<file path="config.mk">
export PLATFORM = sky130hd
export DESIGN_NAME = prefetch_unit
export DESIGN_NICKNAME = d
export VERILOG_FILES = /design/src/rtl/prefetch_unit_pkg.sv /design/src/rtl/prefetch_unit_instr_len_decode.sv /design/src/rtl/prefetch_unit.sv
export SDC_FILE = /design/constraint.sdc
export NUM_CORES = 1
export LEC_CHECK = 0
export CORE_MARGIN = 2
export CORE_UTILIZATION = 48
export CTS_CLUSTER_DIAMETER = 100
export DETAILED_ROUTE_END_ITERATION = 16
export HOLD_SLACK_MARGIN = 0.08
export PLACE_DENSITY = 0.91
export SYNTH_ARGS = -nofsm -noshare
export SYNTH_HDL_FRONTEND = slang
export SYNTH_SLANG_ARGS = --single-unit
</file>
<file path="constraint.sdc">
create_clock -name sysclk -period 3.3 [get_ports sysclk]
set_input_delay 0.495 -clock sysclk [delete_from_list [all_inputs] [get_ports sysclk]]
set_output_delay 0.495 -clock sysclk [all_outputs]
set_load 0.02 [all_outputs]
</file>
<file path="src/rtl/prefetch_unit_pkg.sv">
// Shared definitions for the instruction prefetch stage: FSM state encodings,
// default decode constants and the two-word test macro.
`ifndef PREFETCH_UNIT_PKG_SV
`define PREFETCH_UNIT_PKG_SV

// True when an opcode word is followed by an immediate/target word.
`define PREFETCH_IS_TWO_WORD(w, imm, br) ((w[9:0] == (imm)) || (w[15:11] == (br)))

package prefetch_unit_pkg;

  typedef enum logic [2:0] {
    FETCH_OP  = 3'd0,
    FETCH_IMM = 3'd1,
    HOLD      = 3'd2,
    WAIT_OP   = 3'd3,
    WAIT_IMM  = 3'd4
  } state_t;

  localparam logic [15:0] RESET_ADDR_DEFAULT = 16'h0000;
  localparam logic [9:0]  IMM_SRC_DEFAULT    = 10'h3a0;
  localparam logic [4:0]  BR_CLASS_DEFAULT   = 5'b11100;

endpackage

`endif

</file>
<file path="src/rtl/prefetch_unit_instr_len_decode.sv">
// Combinational two-word instruction detector; reusable wherever an opcode
// word must be classified as one- or two-word.
module instr_len_decode
  import prefetch_unit_pkg::*;
#(
  parameter logic [9:0] IMM_SRC  = IMM_SRC_DEFAULT,
  parameter logic [4:0] BR_CLASS = BR_CLASS_DEFAULT
) (
  input  logic [15:0] instr,
  output logic        two_word
);

  assign two_word = `PREFETCH_IS_TWO_WORD(instr, IMM_SRC, BR_CLASS);

endmodule

</file>
<file path="src/rtl/prefetch_unit.sv">
// Instruction prefetch stage: owns the PC, assembles one/two-word instructions
// and hands them to decode. Define PREFETCH_ROM_REG_EN for a registered-output ROM.
module prefetch_unit
  import prefetch_unit_pkg::*;
#(
  parameter logic [15:0] RESET_ADDR = RESET_ADDR_DEFAULT,
  parameter logic [9:0]  IMM_SRC    = IMM_SRC_DEFAULT,
  parameter logic [4:0]  BR_CLASS   = BR_CLASS_DEFAULT
) (
  input  logic        sysclk,
  input  logic        sysreset_n,
  output logic [15:0] rom_addr,
  input  logic [15:0] rom_data,
  input  logic        redirect_valid,
  input  logic [15:0] redirect_addr,
  output logic        out_valid,
  input  logic        out_ready,
  output logic [15:0] out_instr,
  output logic [15:0] out_operand,
  output logic        out_has_operand,
  output logic [15:0] out_pc
);

  state_t      state, state_next;
  logic [15:0] pc, pc_next;
  logic        two_word;
  logic        capture_op;
  logic        capture_imm;

  instr_len_decode #(
    .IMM_SRC  (IMM_SRC),
    .BR_CLASS (BR_CLASS)
  ) u_len_decode (
    .instr    (rom_data),
    .two_word (two_word)
  );

  always_ff @(posedge sysclk or negedge sysreset_n) begin
    if (!sysreset_n) begin
      state <= FETCH_OP;
    end else begin
      state <= state_next;
    end
  end

  // Redirect overrides everything, so captures are only raised when it is absent.
  always_comb begin
    state_next  = state;
    capture_op  = 1'b0;
    capture_imm = 1'b0;
    if (redirect_valid) begin
      state_next = FETCH_OP;
    end else begin
      case (state)
`ifdef PREFETCH_ROM_REG_EN
        FETCH_OP:  state_next = WAIT_OP;
        WAIT_OP: begin
          capture_op = 1'b1;
          state_next = two_word ? FETCH_IMM : HOLD;
        end
        FETCH_IMM: state_next = WAIT_IMM;
        WAIT_IMM: begin
          capture_imm = 1'b1;
          state_next  = HOLD;
        end
`else
        FETCH_OP: begin
          capture_op = 1'b1;
          state_next = two_word ? FETCH_IMM : HOLD;
        end
        FETCH_IMM: begin
          capture_imm = 1'b1;
          state_next  = HOLD;
        end
`endif
        HOLD: begin
          if (out_ready) begin
            state_next = FETCH_OP;
          end
        end
        default: state_next = FETCH_OP;
      endcase
    end
  end

  always_comb begin
    rom_addr  = pc;
    out_valid = (state == HOLD);
  end

  always_comb begin
    pc_next = pc;
    if (redirect_valid) begin
      pc_next = redirect_addr;
    end else if (capture_op || capture_imm) begin
      pc_next = pc + 16'd1;
    end
  end

  always_ff @(posedge sysclk or negedge sysreset_n) begin
    if (!sysreset_n) begin
      pc              <= RESET_ADDR;
      out_instr       <= 16'h0000;
      out_operand     <= 16'h0000;
      out_has_operand <= 1'b0;
      out_pc          <= 16'h0000;
    end else begin
      pc <= pc_next;
      if (capture_op) begin
        out_instr       <= rom_data;
        out_pc          <= pc;
        out_operand     <= 16'h0000;
        out_has_operand <= 1'b0;
      end
      if (capture_imm) begin
        out_operand     <= rom_data;
        out_has_operand <= 1'b1;
      end
    end
  end

endmodule

</file>
## Yosys cells after proc, flatten, opt, wreduce, memory -nomap -nowiden

Index checks and enable logic that the tools add are counted.

| word-level totals | value |
|---|---|
| bits in registers | 68 |
| input port bits | 36 |
| output and inout port bits | 66 |
| logic and storage cells | 31 |

| operators by class | value |
|---|---|
| $add $sub $neg | 1 |
| eq/ne operators | 5 |
| mux-type cells | 14 |
| reduce and logical (&&, ||, !) cells | 5 |

Operators with widths:

| kind | number |
|---|---|
| 16-bit two-way mux | 4 |
| 16-bit by 1-bit adder with 16-bit output (second input constant) | 1 |
| 10-bit equality test (second input constant) | 1 |
| 3-bit one-hot mux with 3 select lines | 1 |
| 1-bit two-way mux | 6 |
| 3-bit two-way mux | 2 |
| 5-bit equality test (second input constant) | 1 |
| 2-bit nonzero test | 2 |
| 3-bit by 1-bit equality test with 1-bit output (second input constant) | 1 |
| 3-bit by 2-bit equality test with 1-bit output (second input constant) | 1 |
| 3-bit zero test | 1 |
| 3-bit by 2-bit != test with 1-bit output (second input constant) | 1 |
| 1-bit logical OR | 2 |
| 2-bit two-way mux | 1 |

## Logic depth before layout (Yosys ltp)

| logic depth | value |
|---|---|
| word-level depth | 6 |
| mapped depth | 6 |
| gate-level depth less buffers | 5 |

## Hierarchy

A second synthesis with hierarchy kept.

| unflattened totals | value |
|---|---|
| cells, all modules | 253 |
| area total of the unflattened synthesis | 2874.0 um^2 |

By module, submodules not included:

| module | instances | cells an instance | area each (um^2) | sequential area each (um^2) |
|---|---|---|---|---|
| prefetch_unit | 1 | 248 | 2829.0 | 1676.6 |
| instr_len_decode | 1 | 5 | 45.0 | 0.0 |

## Worst setup path before layout

OpenSTA, ideal clock, no wires.

| timing path | value |
|---|---|
| path type | input port to flip-flop |
| start point | in redirect_valid |
| end point | reg out_instr[11] |
| setup time | 0.125 ns |
| arrival time | 1.710 ns |
| data required time | 3.175 ns |
| slack | 1.465 ns |
| cell stages on the path | 6 |
| path buffers | 3 |
| cell sequence | clkbuf_1 -> or2_2 -> buf_2 -> nor2_4 -> buf_4 -> mux2_2 |

| on the way | value |
|---|---|
| cells in the longest elaborated chain, start to end | 1 |

Ends and longest elaborated chain:

| item | RTL line | text |
|---|---|---|
| start: declaration | prefetch_unit.sv:14 | `input logic redirect_valid,` |
| 1-bit two-way mux | prefetch_unit.sv:51 | `if (redirect_valid) begin` |
| end signal: assignment | prefetch_unit.sv:110 | `out_instr <= rom_data;` |
| end: declaration | prefetch_unit.sv:18 | `output logic [15:0] out_instr,` |

Every way passes these cells.
A chain may end at the register's enable or synchronous reset.

## Worst setup path in the final report

| timing path | value |
|---|---|
| start point | reg state[1] |
| end point | out out_valid |

| on the way | value |
|---|---|
| cells in the longest elaborated chain, start to end | 1 |

Ends and longest elaborated chain:

| item | RTL line | text |
|---|---|---|
| start: declaration | prefetch_unit.sv:24 | `state_t state, state_next;` |
| start signal: assignment | prefetch_unit.sv:42 | `state <= state_next;` |
| 3-bit by 2-bit equality test with 1-bit output | prefetch_unit.sv:88 | `out_valid = (state == HOLD);` |
| end: declaration | prefetch_unit.sv:16 | `output logic out_valid,` |

Every way passes these cells.

==> results.py <==
metrics = {
    "yosys": {
        "ys_warn_count": 0,
        "yosysSeqAreaShare_pct": 58.0,
        "ys.flop_type": "dfrtp_1",
        "synth_cell_types": 36,
        "synth.cell_area_um2": 2890,
        "synth-seq-cells": 67,
        "postSynthCellCount": 255,
        "postSynthNetCount": 292,
        "async_reset_ff_share_pct": 100,
        "avgSynthCellArea_um2": 11.3,
        "synth_edf_count": 0,
    },
    "clocking": {
        "ctsResizeCount": 0,
        "clkSlewWorstSetupHoldPaths_ns": 0.06,
        "cts_tree": "done",
        "clk_path_buf_depth": 2,
        "cts.sinks": 67,
        "cts_hold_buf": 0,
        "htreeDepth": 3,
        "cts_buffers": 9,
        "clockRootBuffer": "clkbuf_8",
        "clock_latency_ns": 0.33,
        "cts_setup_buffers": 0,
    },
    "timing": {
        "finalHoldViolCount": 0,
        "period_minus_slack_ns": 2.23,
        "slew_violations": 0,
        "setup_violations": 0,
        "slew_headroom_pct": 72.5,
        "timing.setup.tns_ns": 0,
        "fin_skew_ns": 0.00480,
        "timing.final.crit_share_pct": 67.6,
        "worst_pin_slew_ns": 0.412,
        "rsz0062_at_grt": "no",
        "fmax_ghz": 0.449,
    },
    "min_path": {
        "hold_class": "in2async",
    },
    "floorplanning": {
        "io_pins": 102,
        "die_x_um": 81.6,
        "die_y_um": 81.6,
        "dieArea_um2": 6660,
        "initial_core_util_pct": 49.1,
        "row_count": 28,
        "core_um2": 5890,
    },
    "grt": {
        "grt.total_usage_pct": 22.3,
        "grt_max_degree": 35,
        "antenna_found_initial": 0,
        "grt_first_pass_wirelength_um": 11100,
        "grt_pass1_vias": 2300,
        "grt-ovfl-total": 0,
    },
    "placement": {
        "dpl.cell_count": 423,
        "port_buffers": 101,
        "placed_area_um2": 3970,
        "dp_hpwl_um": 5000,
        "globalplace.congestion": 0.837,
    },
    "detailed_routing": {
        "via_count": 2316,
        "drc": 0,
        "dr.pass1.iters": 4,
        "wl_per_cell_um": 15.7,
        "ant_nets": 0,
        "wirelength_um": 6900,
        "viasPerCell": 5.29,
        "drtIter0Drc": 78,
    },
    "cells_and_area": {
        "final_common_cell": "clkdlybuf4s50_1",
        "fin_area_um2": 4170,
        "fin_cells": 438,
        "mostFrequentLayoutCells": "clkdlybuf4s50_1 (100), dfrtp_1 (67), nand2_1 (53), o21ai_0 (28), mux2_2 (28)",
        "fill_cells": 426,
        "seqCellArea_um2": 1680,
        "multi_input_area_um2": 1150,
        "antenna_cells": 0,
        "synthToLayoutAreaGrowth_pct": 44.0,
        "final_nets": 396,
        "drive_gt1_share_pct": 14.6,
    },
    "setup_path": {
        "setup.worst_path.start_class": "flip-flop",
        "rrSetupSlack_ns": 1.22,
        "worstPathRequired_ns": 2.80,
        "worst-r2r-cell-count": 4,
        "end_kind": "primary output",
        "cp_max_fo": 11,
        "worst-setup-path-type": "reg2out",
        "r2r_start": "state[1]$_DFFE_PN0P_",
        "arrival_ns": 1.73,
        "r2r_end": "out_instr[3]$_DFFE_PN0P_",
    },
    "job": {
        "max-cap-violations": 0,
    },
    "power": {
        "power.leakage_nw": 1.70,
        "vdd_drop_max_v": 0.000323,
        "pwr_density_cell_nw_per_um2": 531,
    },
    "status": {
        "run_status": "finished, final reports clean",
    },
}
[how the worst max path moves through the flow]
stage                                           end  depth (start not counted)  slack [ns]            startpoint
after detailed placement   out_instr[2]$_DFFE_PN0P_                          5        0.84        redirect_valid
after CTS                                 out_valid                          2        1.02  state[1]$_DFFE_PN0P_
after floorplan           out_instr[11]$_DFFE_PN0P_                          6        1.46        redirect_valid
after global placement     out_instr[5]$_DFFE_PN0P_                          5        0.90        redirect_valid
final                                     out_valid                          2        1.07  state[1]$_DFFE_PN0P_
after global routing                      out_valid                          2        0.96  state[1]$_DFFE_PN0P_
[where the power goes]
| part | switching [W] | internal (W) |
|---|---|---|
| logic | 0.000256 | 0.000286 |
| clock network | 0.000286 | 0.000386 |
| registers | 0.0000801 | 0.000917 |
[cell families (layout without fill, tap and decap cells)]
family,count (synthesis),in the layout,share of synthesized area (%)
AO/OA/AOI/OAI,36,36,7.14
XOR/XNOR,12,12,3.63
adder cells (fa/ha/maj),1,1,0.432
buffers and inverters,15,123,2.42
flip-flops,67,67,58.0
multiplexers,34,34,13.2
AND/OR/NAND/NOR,90,90,15.2
[sequential cells by signal (all words and copies together) (netlist names)]
register	count
rom_addr	16
out_pc	16
out_has_operand	1
out_operand	16
state	2
out_instr	16
[synth_stat cells (2+ instances only)]
master / n / share of area [%]
a221o_1: 2 / 0.69
and3_1: 2 / 0.43
and4_1: 2 / 0.61
buf_4: 3 / 0.78
clkbuf_1: 8 / 1.0
dfrtp_1: 67 / 58
mux2_1: 5 / 1.9
mux2_2: 28 / 11
nand2_1: 53 / 6.9
nand3_1: 3 / 0.52
nand4_1: 6 / 1.3
nand4b_1: 3 / 0.91
nor2_1: 7 / 0.91
nor2b_1: 2 / 0.43
nor4_1: 4 / 0.86
o21ai_0: 28 / 4.8
o21ai_1: 2 / 0.35
or2_2: 2 / 0.43
xnor2_1: 6 / 1.8
xor2_1: 6 / 1.8
[final cells by class]
cell class	count	share of cell area [%]
multi-input combinational	173	27.5
timing repair buffer	107	25.2
inverter	1	0.0901
clock buffer	13	3.81
sequential	67	40.3
tap	75	2.25
clock inverter	2	0.841
[per-stage QoR]
step	hold slack [ns]	power (W)	setup slack (ns)	util, %
global route	0.106	0.00231	0.958	70.8
finish	0.0899	0.00221	1.07	70.8
floorplan	0.199	0.00126	1.46	-
CTS	0.0834	0.00223	1.02	70.8
global placement	0.442	0.00154	0.895	67.5
detailed placement	0.445	0.00156	0.839	67.5
[critical path, cell delays in order (launching register included)]
cell and delay [ns]:
dfrtp_1 0.56, nor2b_1 0.22, clkdlybuf4s50_1 0.62
[routing by layer]
metal / vias to the layer above / part of all wire (%) / routed length (um) / global-route usage [%]
met5: - / 0 / 0 / 0
met4: 0 / 1.8 / 123 / 8.17
met3: 14 / 9.4 / 648 / 9.12
met2: 92 / 46 / 3180 / 36.0
met1: 1114 / 43 / 2950 / 26.8
li1: 1096 / - / - / -
(Power assumes the default switching activity.)
